File: config.mk
export PLATFORM = sky130hd
export DESIGN_NAME = axi_master_mem_bridge
export DESIGN_NICKNAME = d
export VERILOG_FILES = /design/src/rtl/axi_pkg.sv /design/src/rtl/axi_master_mem_bridge.sv
export SDC_FILE = /design/constraint.sdc
export NUM_CORES = 1
export LEC_CHECK = 0
export CORE_AREA = 3 3 140 142
export CTS_BUF_LIST = sky130_fd_sc_hd__clkbuf_4
export DETAILED_ROUTE_END_ITERATION = 6
export DIE_AREA = 0 0 143 145
export GPL_TIMING_DRIVEN = 0
export PLACE_DENSITY_LB_ADDON = 0.25
export SLEW_MARGIN = 10
export SYNTH_ARGS = -nofsm -noshare
export SYNTH_HDL_FRONTEND = slang
export SYNTH_SLANG_ARGS = --single-unit
File: constraint.sdc
create_clock -name clk -period 1.3 [get_ports clk]
set_input_delay 0.13 -clock clk [delete_from_list [all_inputs] [get_ports clk]]
set_output_delay 0.13 -clock clk [all_outputs]
set_load 0.01 [all_outputs]
File: src/rtl/axi_pkg.sv
// Shared AXI4 encodings and the memory-port bridge state type.
package axi_pkg;

  localparam logic [1:0] BURST_FIXED = 2'b00;
  localparam logic [1:0] BURST_INCR  = 2'b01;
  localparam logic [1:0] BURST_WRAP  = 2'b10;

  localparam logic [1:0] RESP_OKAY   = 2'b00;
  localparam logic [1:0] RESP_EXOKAY = 2'b01;
  localparam logic [1:0] RESP_SLVERR = 2'b10;
  localparam logic [1:0] RESP_DECERR = 2'b11;

  typedef enum logic [2:0] {
    IDLE,
    WRITE,
    WRESP,
    RD_ADDR,
    RD_DATA
  } bridge_state_e;

endpackage

File: src/rtl/axi_master_mem_bridge.sv
// Bridges a req/gnt/r_valid memory port onto single-beat AXI4 transactions,
// one transaction outstanding at a time.
module axi_master_mem_bridge
  import axi_pkg::*;
#(
  parameter int AXI_ID_WIDTH   = 1,
  parameter int AXI_DATA_WIDTH = 32,
  parameter int AXI_STRB_WIDTH = AXI_DATA_WIDTH / 8,
  parameter int AXI_ADDR_WIDTH = 32,
  parameter int AXI_USER_WIDTH = 10,
  parameter int ADDR_LSB       = $clog2(AXI_STRB_WIDTH),
  parameter int AXI_ID         = 0
) (
  input  logic                      clk,
  input  logic                      reset,
  input  logic                      data_req_i,
  input  logic [AXI_ADDR_WIDTH-1:0] data_add_i,
  input  logic                      data_wen_i,
  input  logic [AXI_DATA_WIDTH-1:0] data_wdata_i,
  input  logic [AXI_STRB_WIDTH-1:0] data_be_i,
  output logic                      data_gnt_o,
  output logic                      data_r_valid_o,
  output logic [AXI_DATA_WIDTH-1:0] data_r_rdata_o,
  output logic                      data_err_o,
  output logic [AXI_ID_WIDTH-1:0]   awid,
  output logic [AXI_ADDR_WIDTH-1:0] awaddr,
  output logic [7:0]                awlen,
  output logic [2:0]                awsize,
  output logic [1:0]                awburst,
  output logic                      awlock,
  output logic [3:0]                awcache,
  output logic [2:0]                awprot,
  output logic [3:0]                awregion,
  output logic [3:0]                awqos,
  output logic [AXI_USER_WIDTH-1:0] awuser,
  output logic                      awvalid,
  input  logic                      awready,
  output logic [AXI_DATA_WIDTH-1:0] wdata,
  output logic [AXI_STRB_WIDTH-1:0] wstrb,
  output logic                      wlast,
  output logic [AXI_USER_WIDTH-1:0] wuser,
  output logic                      wvalid,
  input  logic                      wready,
  input  logic [AXI_ID_WIDTH-1:0]   bid,
  input  logic [1:0]                bresp,
  input  logic [AXI_USER_WIDTH-1:0] buser,
  input  logic                      bvalid,
  output logic                      bready,
  output logic [AXI_ID_WIDTH-1:0]   arid,
  output logic [AXI_ADDR_WIDTH-1:0] araddr,
  output logic [7:0]                arlen,
  output logic [2:0]                arsize,
  output logic [1:0]                arburst,
  output logic                      arlock,
  output logic [3:0]                arcache,
  output logic [2:0]                arprot,
  output logic [3:0]                arregion,
  output logic [3:0]                arqos,
  output logic [AXI_USER_WIDTH-1:0] aruser,
  output logic                      arvalid,
  input  logic                      arready,
  input  logic [AXI_ID_WIDTH-1:0]   rid,
  input  logic [AXI_DATA_WIDTH-1:0] rdata,
  input  logic [1:0]                rresp,
  input  logic                      rlast,
  input  logic [AXI_USER_WIDTH-1:0] ruser,
  input  logic                      rvalid,
  output logic                      rready
);

  bridge_state_e state_q, state_d;
  logic [AXI_ADDR_WIDTH-1:0] addr_q;
  logic [AXI_DATA_WIDTH-1:0] wdata_q;
  logic [AXI_STRB_WIDTH-1:0] be_q;
  logic                      aw_done_q, w_done_q;
  logic                      r_valid_q, err_q;
  logic [AXI_DATA_WIDTH-1:0] rdata_q;
  logic                      aw_fire, w_fire, b_fire, r_fire;
  logic                      unused_inputs;

  assign aw_fire = awvalid & awready;
  assign w_fire  = wvalid & wready;
  assign b_fire  = bvalid & bready;
  assign r_fire  = rvalid & rready;

  assign awid     = AXI_ID_WIDTH'(AXI_ID);
  assign awaddr   = addr_q;
  assign awlen    = 8'd0;
  assign awsize   = 3'(ADDR_LSB);
  assign awburst  = BURST_INCR;
  assign awlock   = 1'b0;
  assign awcache  = 4'd0;
  assign awprot   = 3'd0;
  assign awregion = 4'd0;
  assign awqos    = 4'd0;
  assign awuser   = '0;
  assign wdata    = wdata_q;
  assign wstrb    = be_q;
  assign wlast    = wvalid;
  assign wuser    = '0;
  assign arid     = AXI_ID_WIDTH'(AXI_ID);
  assign araddr   = addr_q;
  assign arlen    = 8'd0;
  assign arsize   = 3'(ADDR_LSB);
  assign arburst  = BURST_INCR;
  assign arlock   = 1'b0;
  assign arcache  = 4'd0;
  assign arprot   = 3'd0;
  assign arregion = 4'd0;
  assign arqos    = 4'd0;
  assign aruser   = '0;

  assign data_r_valid_o = r_valid_q;
  assign data_r_rdata_o = rdata_q;
  assign data_err_o     = err_q;

  // IDs, user fields, rlast and the low resp bit carry no meaning for a single-beat master.
  assign unused_inputs = ^{bid, buser, bresp[0], rid, ruser, rresp[0], rlast};

  always_ff @(posedge clk) begin
    if (reset) begin
      state_q   <= IDLE;
      addr_q    <= '0;
      wdata_q   <= '0;
      be_q      <= '0;
      aw_done_q <= 1'b0;
      w_done_q  <= 1'b0;
      r_valid_q <= 1'b0;
      rdata_q   <= '0;
      err_q     <= 1'b0;
    end else begin
      state_q   <= state_d;
      r_valid_q <= 1'b0;
      if (data_gnt_o) begin
        addr_q    <= data_add_i << ADDR_LSB;
        wdata_q   <= data_wdata_i;
        be_q      <= data_be_i;
        aw_done_q <= 1'b0;
        w_done_q  <= 1'b0;
      end
      if (aw_fire) aw_done_q <= 1'b1;
      if (w_fire)  w_done_q  <= 1'b1;
      if (b_fire) begin
        r_valid_q <= 1'b1;
        rdata_q   <= '0;
        err_q     <= bresp[1];
      end
      if (r_fire) begin
        r_valid_q <= 1'b1;
        rdata_q   <= rdata;
        err_q     <= rresp[1];
      end
    end
  end

  always_comb begin
    state_d    = state_q;
    data_gnt_o = 1'b0;
    awvalid    = 1'b0;
    wvalid     = 1'b0;
    bready     = 1'b0;
    arvalid    = 1'b0;
    rready     = 1'b0;
    unique case (state_q)
      IDLE: begin
        data_gnt_o = data_req_i & ~reset;
        if (data_gnt_o) state_d = data_wen_i ? WRITE : RD_ADDR;
      end
      WRITE: begin
        // AW and W complete independently; leave once both have handshaken.
        awvalid = ~aw_done_q;
        wvalid  = ~w_done_q;
        if ((aw_done_q | aw_fire) && (w_done_q | w_fire)) state_d = WRESP;
      end
      WRESP: begin
        bready = 1'b1;
        if (bvalid) state_d = IDLE;
      end
      RD_ADDR: begin
        arvalid = 1'b1;
        if (arready) state_d = RD_DATA;
      end
      RD_DATA: begin
        rready = 1'b1;
        if (rvalid) state_d = IDLE;
      end
      default: state_d = IDLE;
    endcase
  end

endmodule
==> results.toml <==
[floorplanning]
io-pin-count = 367
die_area_mm2 = 0.0207
die_width_um = 143
die_height_um = 145
num_rows = 50
start_util = 0.265
core_mm2 = 0.0186

[layout]
syn2layout_area_growth_pct = 86.6
layout_common_cells = "buf_4 (152), nand2_1 (134), clkdlybuf4s50_1 (107), conb_1 (94), buf_6 (83)"
layout_commonest_cell = "buf_4"
nets = 1135
drive_gt1_frac = 0.456

[run_status]
status = "finished, violations left"
violations = "negative setup slack"

[min_path]
hp-class = "input port to flip-flop"

[critical_path]
cp-start-kind = "flip-flop"
reg2regPathDepth = 11
critPathMaxFanout = 4
critPathLaunch = "state_q[1]"
end_kind = "primary output"
crit_arrival_ps = 1710
crit_end = "wvalid"
reg2reg_from = "state_q[1]"
crit_type = "flip-flop to primary output"
required_ps = 1170
r2r_end = "araddr[22]"
r2r_slack_ps = -390

[clock_network]
htree_levels = 3
cts_root_buf = "clkbuf_4"
cts_made_buffers = 9
cts_max_path_buffers = 2
insertion_delay_ps = 470
path_clk_slew_ps = 170
ctsHoldBuffers = 0
tritoncts = "done"
clock-sinks = 105

[synthesis]
avgSynthCellArea_um2 = 8.55
yosysSeqAreaShare = 0.427
yosysWarnings = 0
ys_seq_elements = 105
syn_area_mm2 = 0.00492
syn_inst = 575
synth_cell_type_count = 32

[timing]
max_freq_mhz = 544
rsz0062_at_grt = "true"
finalSetupTns_ps = -32040
worst_pin_slew_ps = 651
finalCriticalPeriod_ps = 1840
layout_setup_ws_ps = -539
finalHoldViolCount = 0
clock-skew-final_ps = 17.2
finalMaxSlewViolations = 0
relSlewSlack = 0.566
period_share = 1.41
setup_viol = 112

[route]
drt_wl_total_mm = 17.2
vias = 4948
first_pass_iters = 6
vias_per_cell = 3.99
drc = 0
postRouteAntennaNets = 0
first_iter_violations = 187
post_drt_wl_per_cell_um = 13.9

[power]
p_per_area_mw_per_mm2 = 1240
p_total_mw = 11.4
power_leakage_nw = 4.49
peakVddDrop_mv = 0.584

[global_routing]
grt_first_pass_wirelength_mm = 25.3
grt_overflow_total = 0
grt_max_degree = 19
grt_util_all_layers = 0.154
grt_antenna_before_repair = 1
grt_pass1_vias = 4671

[flow_run]
maxCapViolations = 0

[placed_design]
gp_congestion = 0.752
dpl.hpwl_mm = 12.0
portBuffers = 244
==> cells in the mapped netlist (all sizes together) <==
library cell	number	area (um^2)
a2111oi	1	8.76
a22oi	32	240
o22a	1	8.76
a21o	1	7.51
a21oi	4	20.0
mux2	1	11.3
buf	146	1090
and2	1	6.26
o21ai	1	5.00
nor3	1	10.0
nor2	40	150
a2bb2oi	1	8.76
or3b	1	11.3
inv	2	7.50
conb	2	7.51
o221ai	1	8.76
and3b	1	8.76
nand2	136	510
o22ai	1	12.5
dfxtp	105	2100
nand3	1	5.00
nand3b	69	518
nand2b	3	18.8
nor3b	5	57.6
clkbuf	15	56.3
a311oi	1	8.76
nor2b	1	6.26
mux2i	1	10.0
==> cells by family (layout without fill, tap and decap cells) <==
logic type      count (synthesis)  after routing  share of synthesized area
compound gates                 44             44                     0.0669
buf+inv                       163            500                      0.235
flops                         105            105                      0.427
mux                             2              2                    0.00433
other cells                     2             95                    0.00153
simple gates                  259            259                      0.265
==> registers in the layout, summed over array words and instances, names as in the netlist, 3 cells and up <==
signal	count
araddr	30
data_r_rdata_o	32
state_q	3
wdata	32
wstrb	4
==> report_power, final <==
group          internal (mW)  switching, mW
clock network          0.408           1.21
logic                   3.32           2.34
registers               3.78          0.321
==> metrics by stage <==
step                       util  setup slack (ps)  instance area [um^2]  hold slack [ps]  std cells
after detailed placement  0.436              -811                  8100              461       1145
final                     0.494              -539                  9180             51.1       1239
after floorplan               -             -23.1                  5370              229        667
after global placement    0.436              -780                  8100              460       1145
after CTS                 0.482              -612                  8950             11.1       1210
after global routing      0.494              -640                  9180             21.4       1239
==> repair_timing <==
item,in CTS,in global routing
pin swaps,6,22
resized for setup,483,172
gates cloned,2,6
setup endpoints to repair,237,230
setup buffers,59,37
==> layout make-up <==
class / count / area [um^2]
clock inverter: 7 / 53.8
antenna: 1 / 2.50
tap: 234 / 293
inverter: 2 / 7.51
multi-input combinational: 399 / 2200
fill: 1810 / 9400
sequential: 105 / 2190
timing repair buffer: 342 / 3180
clock buffer: 9 / 67.6
buffer: 140 / 1190
==> per-layer routing <==
layer	part of all wire	wire length, um	up-vias	global-route usage
met1	0.39	6740	2232	0.180
met3	0.075	1300	19	0.0468
met2	0.52	8910	194	0.269
li1	-	-	2503	-
met5	0	0	-	0
met4	0.016	269	0	0.0456
==> worst max-delay path: stages (launching register included) <==
cell and delay (ps):
dfxtp_4 380, buf_6 110, or3b_4 420, nor2_4 130
buf_6 100, buf_6 80
==> worst min-delay path by stage <==
stage | cells past startpoint | slack (ps) | startpoint | endpoint
3_5_place_dp | 2 | 460 | wdata[27] | wdata[27]
4_1_cts | 4 | 10 | reset | state_q[1]
5_1_grt | 4 | 20 | reset | state_q[1]
3_3_place_gp | 2 | 460 | wdata[28] | wdata[28]
2_1_floorplan | 2 | 230 | data_add_i[8] | araddr[10]
6_report | 4 | 50 | reset | state_q[1]
No activity file was read; power rests on OpenSTA's default activity.
